<file path="src/rtl/motor_bridge_driver.sv">
// N-channel H-bridge driver: shared prescaled PWM timebase, per-channel
// run/dead-time/fault sequencing with registered IN1/IN2 outputs.
module motor_bridge_driver #(
  parameter int          N_CH     = 2,
  parameter int          DUTY_W   = 8,
  parameter int          PRESCALE = 100,
  parameter int          DEAD_CYC = 1000,
  parameter logic [11:0] OC_LIMIT = 12'hC00,
  parameter int          OC_FILT  = 16
) (
  input  logic                     clk,
  input  logic                     reset,
  input  logic [N_CH-1:0]          en,
  input  logic [N_CH-1:0]          dir,
  input  logic [N_CH*DUTY_W-1:0]   duty,
  input  logic [N_CH*12-1:0]       current,
  input  logic                     fault_clr,
  output logic [2*N_CH-1:0]        IN,
  output logic [N_CH-1:0]          fault,
  output logic                     period_start
);

  localparam int PRE_W = (PRESCALE > 1) ? $clog2(PRESCALE) : 1;
  localparam int DC_W  = $clog2(DEAD_CYC + 1);
  localparam int FC_W  = $clog2(OC_FILT + 1);
  localparam logic [DUTY_W-1:0] CNT_MAX = DUTY_W'((1 << DUTY_W) - 2);

  typedef enum logic [1:0] {IDLE, RUN, DEAD, FLT} state_t;

  logic [PRE_W-1:0]  pre;
  logic [DUTY_W-1:0] cnt;
  logic              started;
  logic              tick;
  logic              boundary;

  assign tick     = (pre == PRE_W'(PRESCALE - 1));
  // The first tick after reset opens a full period instead of advancing.
  assign boundary = tick && (!started || cnt == CNT_MAX);

  always_ff @(posedge clk or posedge reset) begin
    if (reset) begin
      pre          <= '0;
      cnt          <= '0;
      started      <= 1'b0;
      period_start <= 1'b0;
    end else begin
      period_start <= boundary;
      if (tick) pre <= '0;
      else      pre <= pre + PRE_W'(1);
      if (tick) begin
        started <= 1'b1;
        if (boundary) cnt <= '0;
        else          cnt <= cnt + DUTY_W'(1);
      end
    end
  end

  for (genvar k = 0; k < N_CH; k++) begin : g_ch
    state_t            st;
    logic              ldir;
    logic [DUTY_W-1:0] dl;
    logic [DC_W-1:0]   dc;
    logic [FC_W-1:0]   fc;
    logic [1:0]        in_q;
    logic              flt_q;
    logic              over;
    logic              trip;
    logic              pwm;

    assign over = (current[k*12 +: 12] >= OC_LIMIT);
    assign trip = over && (fc >= FC_W'(OC_FILT - 1));
    assign pwm  = (dl > cnt);

    // in_q is {IN2, IN1}; both halves come from one latched direction so
    // they can never be high together.
    always_ff @(posedge clk or posedge reset) begin
      if (reset) begin
        st    <= IDLE;
        ldir  <= 1'b1;
        dl    <= '0;
        dc    <= '0;
        fc    <= '0;
        in_q  <= 2'b00;
        flt_q <= 1'b0;
      end else begin
        if (boundary) dl <= duty[k*DUTY_W +: DUTY_W];
        if (!over)                       fc <= '0;
        else if (fc != FC_W'(OC_FILT))   fc <= fc + FC_W'(1);
        in_q  <= 2'b00;
        flt_q <= 1'b0;
        if (trip) begin
          st    <= FLT;
          flt_q <= 1'b1;
        end else begin
          case (st)
            IDLE: if (en[k]) begin
              st   <= RUN;
              ldir <= dir[k];
              in_q <= dir[k] ? {1'b0, pwm} : {pwm, 1'b0};
            end
            RUN: begin
              if (!en[k]) st <= IDLE;
              else if (dir[k] != ldir) begin
                st <= DEAD;
                dc <= DC_W'(DEAD_CYC);
              end else in_q <= ldir ? {1'b0, pwm} : {pwm, 1'b0};
            end
            DEAD: begin
              if (!en[k]) st <= IDLE;
              else if (dc <= DC_W'(1)) begin
                st   <= RUN;
                dc   <= '0;
                ldir <= dir[k];
                in_q <= dir[k] ? {1'b0, pwm} : {pwm, 1'b0};
              end else dc <= dc - DC_W'(1);
            end
            FLT: begin
              if (fault_clr && !over) st <= IDLE;
              else                    flt_q <= 1'b1;
            end
          endcase
        end
      end
    end

    assign IN[2*k +: 2] = in_q;
    assign fault[k]     = flt_q;
  end

endmodule

</file>
<file path="config.mk">
export PLATFORM = sky130hd
export DESIGN_NAME = motor_bridge_driver
export DESIGN_NICKNAME = d
export VERILOG_FILES = /design/src/rtl/motor_bridge_driver.sv
export SDC_FILE = /design/constraint.sdc
export NUM_CORES = 1
export LEC_CHECK = 0
export CAP_MARGIN = 20
export CORE_ASPECT_RATIO = 0.8
export CORE_MARGIN = 2
export CORE_UTILIZATION = 60
export CTS_BUF_LIST = sky130_fd_sc_hd__clkbuf_4
export DETAILED_ROUTE_END_ITERATION = 10
export GPL_TIMING_DRIVEN = 0
export PLACE_DENSITY = 0.86
export SKIP_CTS_REPAIR_TIMING = 1
export SLEW_MARGIN = 10
export SYNTH_ARGS = -nofsm -noshare
export SYNTH_HDL_FRONTEND = slang
export SYNTH_SLANG_ARGS = --single-unit
export TNS_END_PERCENT = 10
</file>
<file path="constraint.sdc">
create_clock -name clk -period 4.96 [get_ports clk]
set_input_delay 0.992 -clock clk [delete_from_list [all_inputs] [get_ports clk]]
set_output_delay 0.992 -clock clk [all_outputs]
set_load 0.05 [all_outputs]
</file>
# [Word-level counts from Yosys, hierarchy flattened]
# Index checks and enable logic that the tools add are counted.
[classes] addsub=6 order_cmp=8 eq_ne=32 mux=64 n_bitwise=2 reduce_logical=21
[op_table] cell="2-to-1 mux 10 bit" n=8
[op_table] cell="2-to-1 mux 2 bit" n=30
[op_table] cell="case mux 10 bit (2 select lines)" n=2
[op_table] cell="greater-or-equal comparator 12 bit, second input constant" n=2
[op_table] cell="less-or-equal comparator 10 x 1 -> 1 bit, second input constant" n=2
[op_table] cell="2-to-1 mux 5 bit" n=4
[op_table] cell="!= test 2 bit, second input constant" n=10
[op_table] cell="AND reduction 5 bit" n=4
[op_table] cell="subtractor 10 x 1 -> 10 bit, second input constant" n=2
[op_table] cell="> comparator 8 bit" n=2
[op_table] cell="!= test 4 bit, second input constant" n=4
[op_table] cell="case mux 2 bit (4 select lines)" n=2
[op_table] cell="2-to-1 mux 1 bit" n=12
[op_table] cell="!= test 3 bit, second input constant" n=4
[op_table] cell="case mux 2 bit (3 select lines)" n=2
[op_table] cell="adder 5 x 1 -> 5 bit, second input constant" n=2
[op_table] cell="greater-or-equal comparator 5 x 4 -> 1 bit, second input constant" n=2
[op_table] cell="!= test 5 bit, second input constant" n=2
[op_table] cell="adder 8 x 1 -> 8 bit, second input constant" n=1
[op_table] cell="equality test 2 bit, second input constant" n=4
[op_table] cell="equality test 8 bit, second input constant" n=1
[op_table] cell="2-to-1 mux 8 bit" n=1
[op_table] cell="AND reduction 4 bit" n=2
[op_table] cell="nonzero test 2 bit" n=4
[op_table] cell="other kinds (12)" n=24
[word_totals] register_bits=75 input_bits=47 out_inout_bits=7 elab_cells=151

# [Depth between registers and ports, before layout]
[depth] ltp_word=6 depth_mapped=9 depth_no_buf=8

# [Worst setup path before layout]
# Ideal clock, no wire load.
[synth_timing] path_kind="input to register" start="input dir[1]" end="register g_ch[1].dc[4]" setup_ps=101 arrival_ps=1999 required_time_ps=4859 path_slack_ps=2860 cell_stages=6 n_path_buf=1 path_cell_list="xor2_1 -> a21o_1 -> and3_1 -> clkbuf_1 -> nand2_1 -> o32ai_1"
[synth_between] elab_chain_cells=3
[synth_lines] element="from (decl)" line="14" rtl="input logic [N_CH-1:0] dir,"
[synth_lines] element="!= test 1 bit" line="103" rtl="else if (dir[k] != ldir) begin"
[synth_lines] element="!= test 2 bit (no line)"
[synth_lines] element="AND reduction 5 bit (no line)"
[synth_lines] element="to (signal assigned)" line="105" rtl="dc <= DC_W'(DEAD_CYC);"
[synth_lines] element="to (signal assigned)" line="115" rtl="end else dc <= dc - DC_W'(1);"
[synth_lines] element="to (decl)" line="62" rtl="logic [DC_W-1:0] dc;"
# No other way between the ends.
# A chain may end at the register's enable or synchronous reset.

# [Worst setup path after layout]
[layout_timing] start="register g_ch[0].flt_q" end="output fault[0]"
[layout_lines] element="from (decl)" line="65" rtl="logic flt_q;"
[layout_lines] element="from (signal assigned)" line="84" rtl="flt_q <= 1'b0;"
[layout_lines] element="from (signal assigned)" line="90" rtl="flt_q <= 1'b0;"
[layout_lines] element="from (signal assigned)" line="93" rtl="flt_q <= 1'b1;"
[layout_lines] element="to (decl)" line="19" rtl="output logic [N_CH-1:0] fault,"
# No word-level cell between the ends.

==> impl_metrics.toml <==
[floorplanning]
die_h_um = 78.0
core_mm2 = 0.00651
die_w_um = 96.5
die-area_mm2 = 0.00752
io_pins = 54
start_util_pct = 63.1
num_rows = 26

[yosys]
syn_area_mm2 = 0.00410
ys_ff_latch = 75
synth_area_leaders = "dfrtp_1, ha_1, mux2_2"
ys_top_cells_by_count = "dfrtp_1, nand2_1, inv_1, nor2_1, o21ai_0"
avgSynthCellArea_um2 = 9.61
synth_flop_cell = "dfrtp_1"
synth_cell_type_count = 55
synth-edff-count = 0
synth_top_area_cell = "dfrtp_1"
yosys_warnings = 0
yosysSeqAreaShare_pct = 45.8
syn_inst = 427
synthArstFlopShare_pct = 100
netlist.area_leader.share_pct = 44.5
syn_nets = 503
synth_most_common_cell = "dfrtp_1"

[sta]
rsz0062_at_grt = "false"
relSlewSlack_pct = 44.4
worst_slew_pin_slew_ps = 823
setup_tns_ps = 0
fin_worst_skew_ps = 21.9
clock.fmax_mhz = 377
post-route-min-period_ps = 2650
hold_viol_final = 0
holdWs_ps = 503
setup_viol = 0
fin_crit_sh_pct = 53.5
finalMaxSlewViolations = 0

[global_routing]
grt_pass1_vias = 3305
grt_remaining_overflow = 0
grtUsageTotal_pct = 25.4
grt_first_pass_wirelength_um = 14900
antenna_found_initial = 0
grt_max_degree = 47

[clock_tree]
clockBufferDepth = 2
clock_sinks = 75
htreeDepth = 3
cts_buffers = 9
cts_tree = "done"
cts_root_buffer = "clkbuf_4"
clkTransAtPathRegs_ps = 120
clock_latency_ps = 430

[detailed_routing]
drt_iter0_markers = 226
route.met2.wl_um = 4140
wirelength_um = 8570
vias_per_cell = 5.93
drc = 0
antenna_left = 0
routed-wl-met3_um = 458
first_pass_iters = 5
top_layer = "met4"
wl_met1_um = 3880
wl_per_cell_um = 15.3
vias = 3327

[power]
swShare_pct = 36.4
p_seq_share_pct = 49.1
p_comb_share_pct = 30.5
pwr_density_cell_mw_per_mm2 = 329
switching_power_uw = 561
ir_worst_vdd_v = 0.000225
cellLeakagePower_nw = 2.07
clockPowerShare_pct = 20.4
power.total_mw = 1.54
p_int_uw = 980

[worst_setup_path]
cp-start-kind = "flip-flop"
cp_max_fo = 1
path_class = "reg2out"
crit_path_end_kind = "output pin"
worstPathRequired_ps = 3970
critPathArrivalTime_ps = 1660

[layout]
nets = 548
n_fill_cell = 488
drive_gt1_share_pct = 10.3
antenna_cells = 0
syn_to_final_growth_pct = 14.0

[run_status]
outcome = "complete, no violations"

[min_path]
hold_class = "reg2reg"

[placement]
place_hpwl_um = 6330
io_buffers = 33
routabilityCongestion = 0.886

[flow_run]
max_cap_viol_count = 0
-- cell families (layout without fill, tap and decap cells) --
group / count (synthesis) / count (layout) / share of synthesized area (%)
muxes: 17 / 17 / 4.61
adders and majority gates: 29 / 29 / 8.84
AOI/OAI and AO/OA: 101 / 101 / 15.2
xor gates and xnor gates: 15 / 15 / 3.20
buffers and inverters: 44 / 94 / 4.30
DFF: 75 / 75 / 45.8
and+or+nand+nor: 146 / 146 / 18.1
-- cell usage in the layout (no fill, tap or decap), types with 2 or more instances in the layout --
master | Yosys | layout
mux2i_1 | 2 | 2
nor2_1 | 31 | 31
clkbuf_4 | 0 | 10
buf_2 | 3 | 3
nand2b_1 | 5 | 5
o22ai_1 | 4 | 4
nand3_1 | 16 | 16
inv_1 | 31 | 30
a21oi_1 | 27 | 27
and3_1 | 6 | 6
clkinv_2 | 0 | 4
a21o_1 | 7 | 7
dfstp_2 | 2 | 2
a211oi_1 | 2 | 2
a2bb2oi_1 | 2 | 2
buf_4 | 2 | 2
or4_1 | 2 | 2
clkbuf_1 | 8 | 8
xor2_1 | 5 | 5
o211ai_1 | 2 | 2
o21bai_1 | 2 | 2
nor4_1 | 5 | 5
dfrtp_1 | 73 | 73
xnor2_1 | 10 | 10
and2_1 | 3 | 3
nor3_1 | 12 | 12
mux2_2 | 15 | 15
nand2_1 | 36 | 36
nor2b_1 | 7 | 7
or4_4 | 2 | 2
clkdlybuf4s50_1 | 0 | 33
a31oi_1 | 4 | 4
or3_1 | 5 | 5
or2_2 | 3 | 3
nor4b_1 | 2 | 2
ha_1 | 29 | 29
o31ai_1 | 6 | 6
o21ai_0 | 30 | 30
nand4_1 | 7 | 7
-- layer usage --
layer  vias up  global-route usage, %
met5         -                      0
met4         0                   5.92
met3        11                   8.25
met2        84                   41.1
met1      1616                   33.0
li1       1616                      -
-- flip-flops by register name (all words and copies together), names as in the netlist, 2 cells and up --
name        flops
cnt             8
g_ch.dc        20
g_ch.dl        16
g_ch.fc        10
g_ch.flt_q      2
g_ch.in_q       4
g_ch.ldir       2
g_ch.st         4
pre             7
-- worst max-delay path, stage by stage (launching register included) --
cell and delay (ps):
dfrtp_1 360, buf_4 100, clkdlybuf4s50_1 790
-- final cells by class --
type,count,area [µm²],share of cell area (%)
Buffer,13,60.1,1.28
Clock buffer,10,75.1,1.61
Clock inverter,6,32.5,0.696
Inverter,31,119,2.54
Multi-Input combinational cell,308,2050,43.8
Sequential cell,75,1880,40.2
Tap cell,84,105,2.25
Timing Repair Buffer,34,358,7.65
-- power by group through the flow --
| stage | logic (mW) | registers [mW] | clock network (mW) |
|---|---|---|---|
| detailed placement | 0.467 | 0.764 | 0 |
| global route | 0.531 | 0.769 | 0.352 |
| CTS | 0.469 | 0.754 | 0.324 |
| floorplan | 0.321 | 0.774 | 0 |
| finish | 0.469 | 0.756 | 0.315 |
| global placement | 0.441 | 0.760 | 0 |
-- through the flow --
| stage | area [µm²] | utilization [%] | worst slack, ps | cells |
|---|---|---|---|---|
| 6_report | 4680 | 71.9 | 2310 | 561 |
| 4_1_cts | 4680 | 71.9 | 2300 | 561 |
| 3_3_place_gp | 4540 | 69.8 | 882 | 544 |
| 5_1_grt | 4680 | 71.9 | 2150 | 561 |
| 3_5_place_dp | 4570 | 70.2 | 1970 | 545 |
| 2_1_floorplan | 4100 | - | 2060 | 427 |
-- final timing paths --
kind | startpoint | slack [ps] | endpoint | cells after the start
worst max-delay path | g_ch[0].flt_q$_DFF_PP0_ | 2310 | fault[0] | 2
worst min-delay path | started$_DFFE_PP0N_ | 500 | started$_DFFE_PP0N_ | 1
worst max register to register | pre[0]$_DFF_PP0_ | 2380 | g_ch[0].dl[6]$_DFFE_PP0P_ | 7
worst min register to register | started$_DFFE_PP0N_ | 500 | started$_DFFE_PP0N_ | 1
max in group asynchronous | reset | 3440 | g_ch[0].ldir$_DFFE_PP1P_ | 3
min in group asynchronous | reset | 890 | g_ch[1].dc[5]$_DFFE_PP0P_ | 2
No activity file was read; power rests on OpenSTA's default activity.
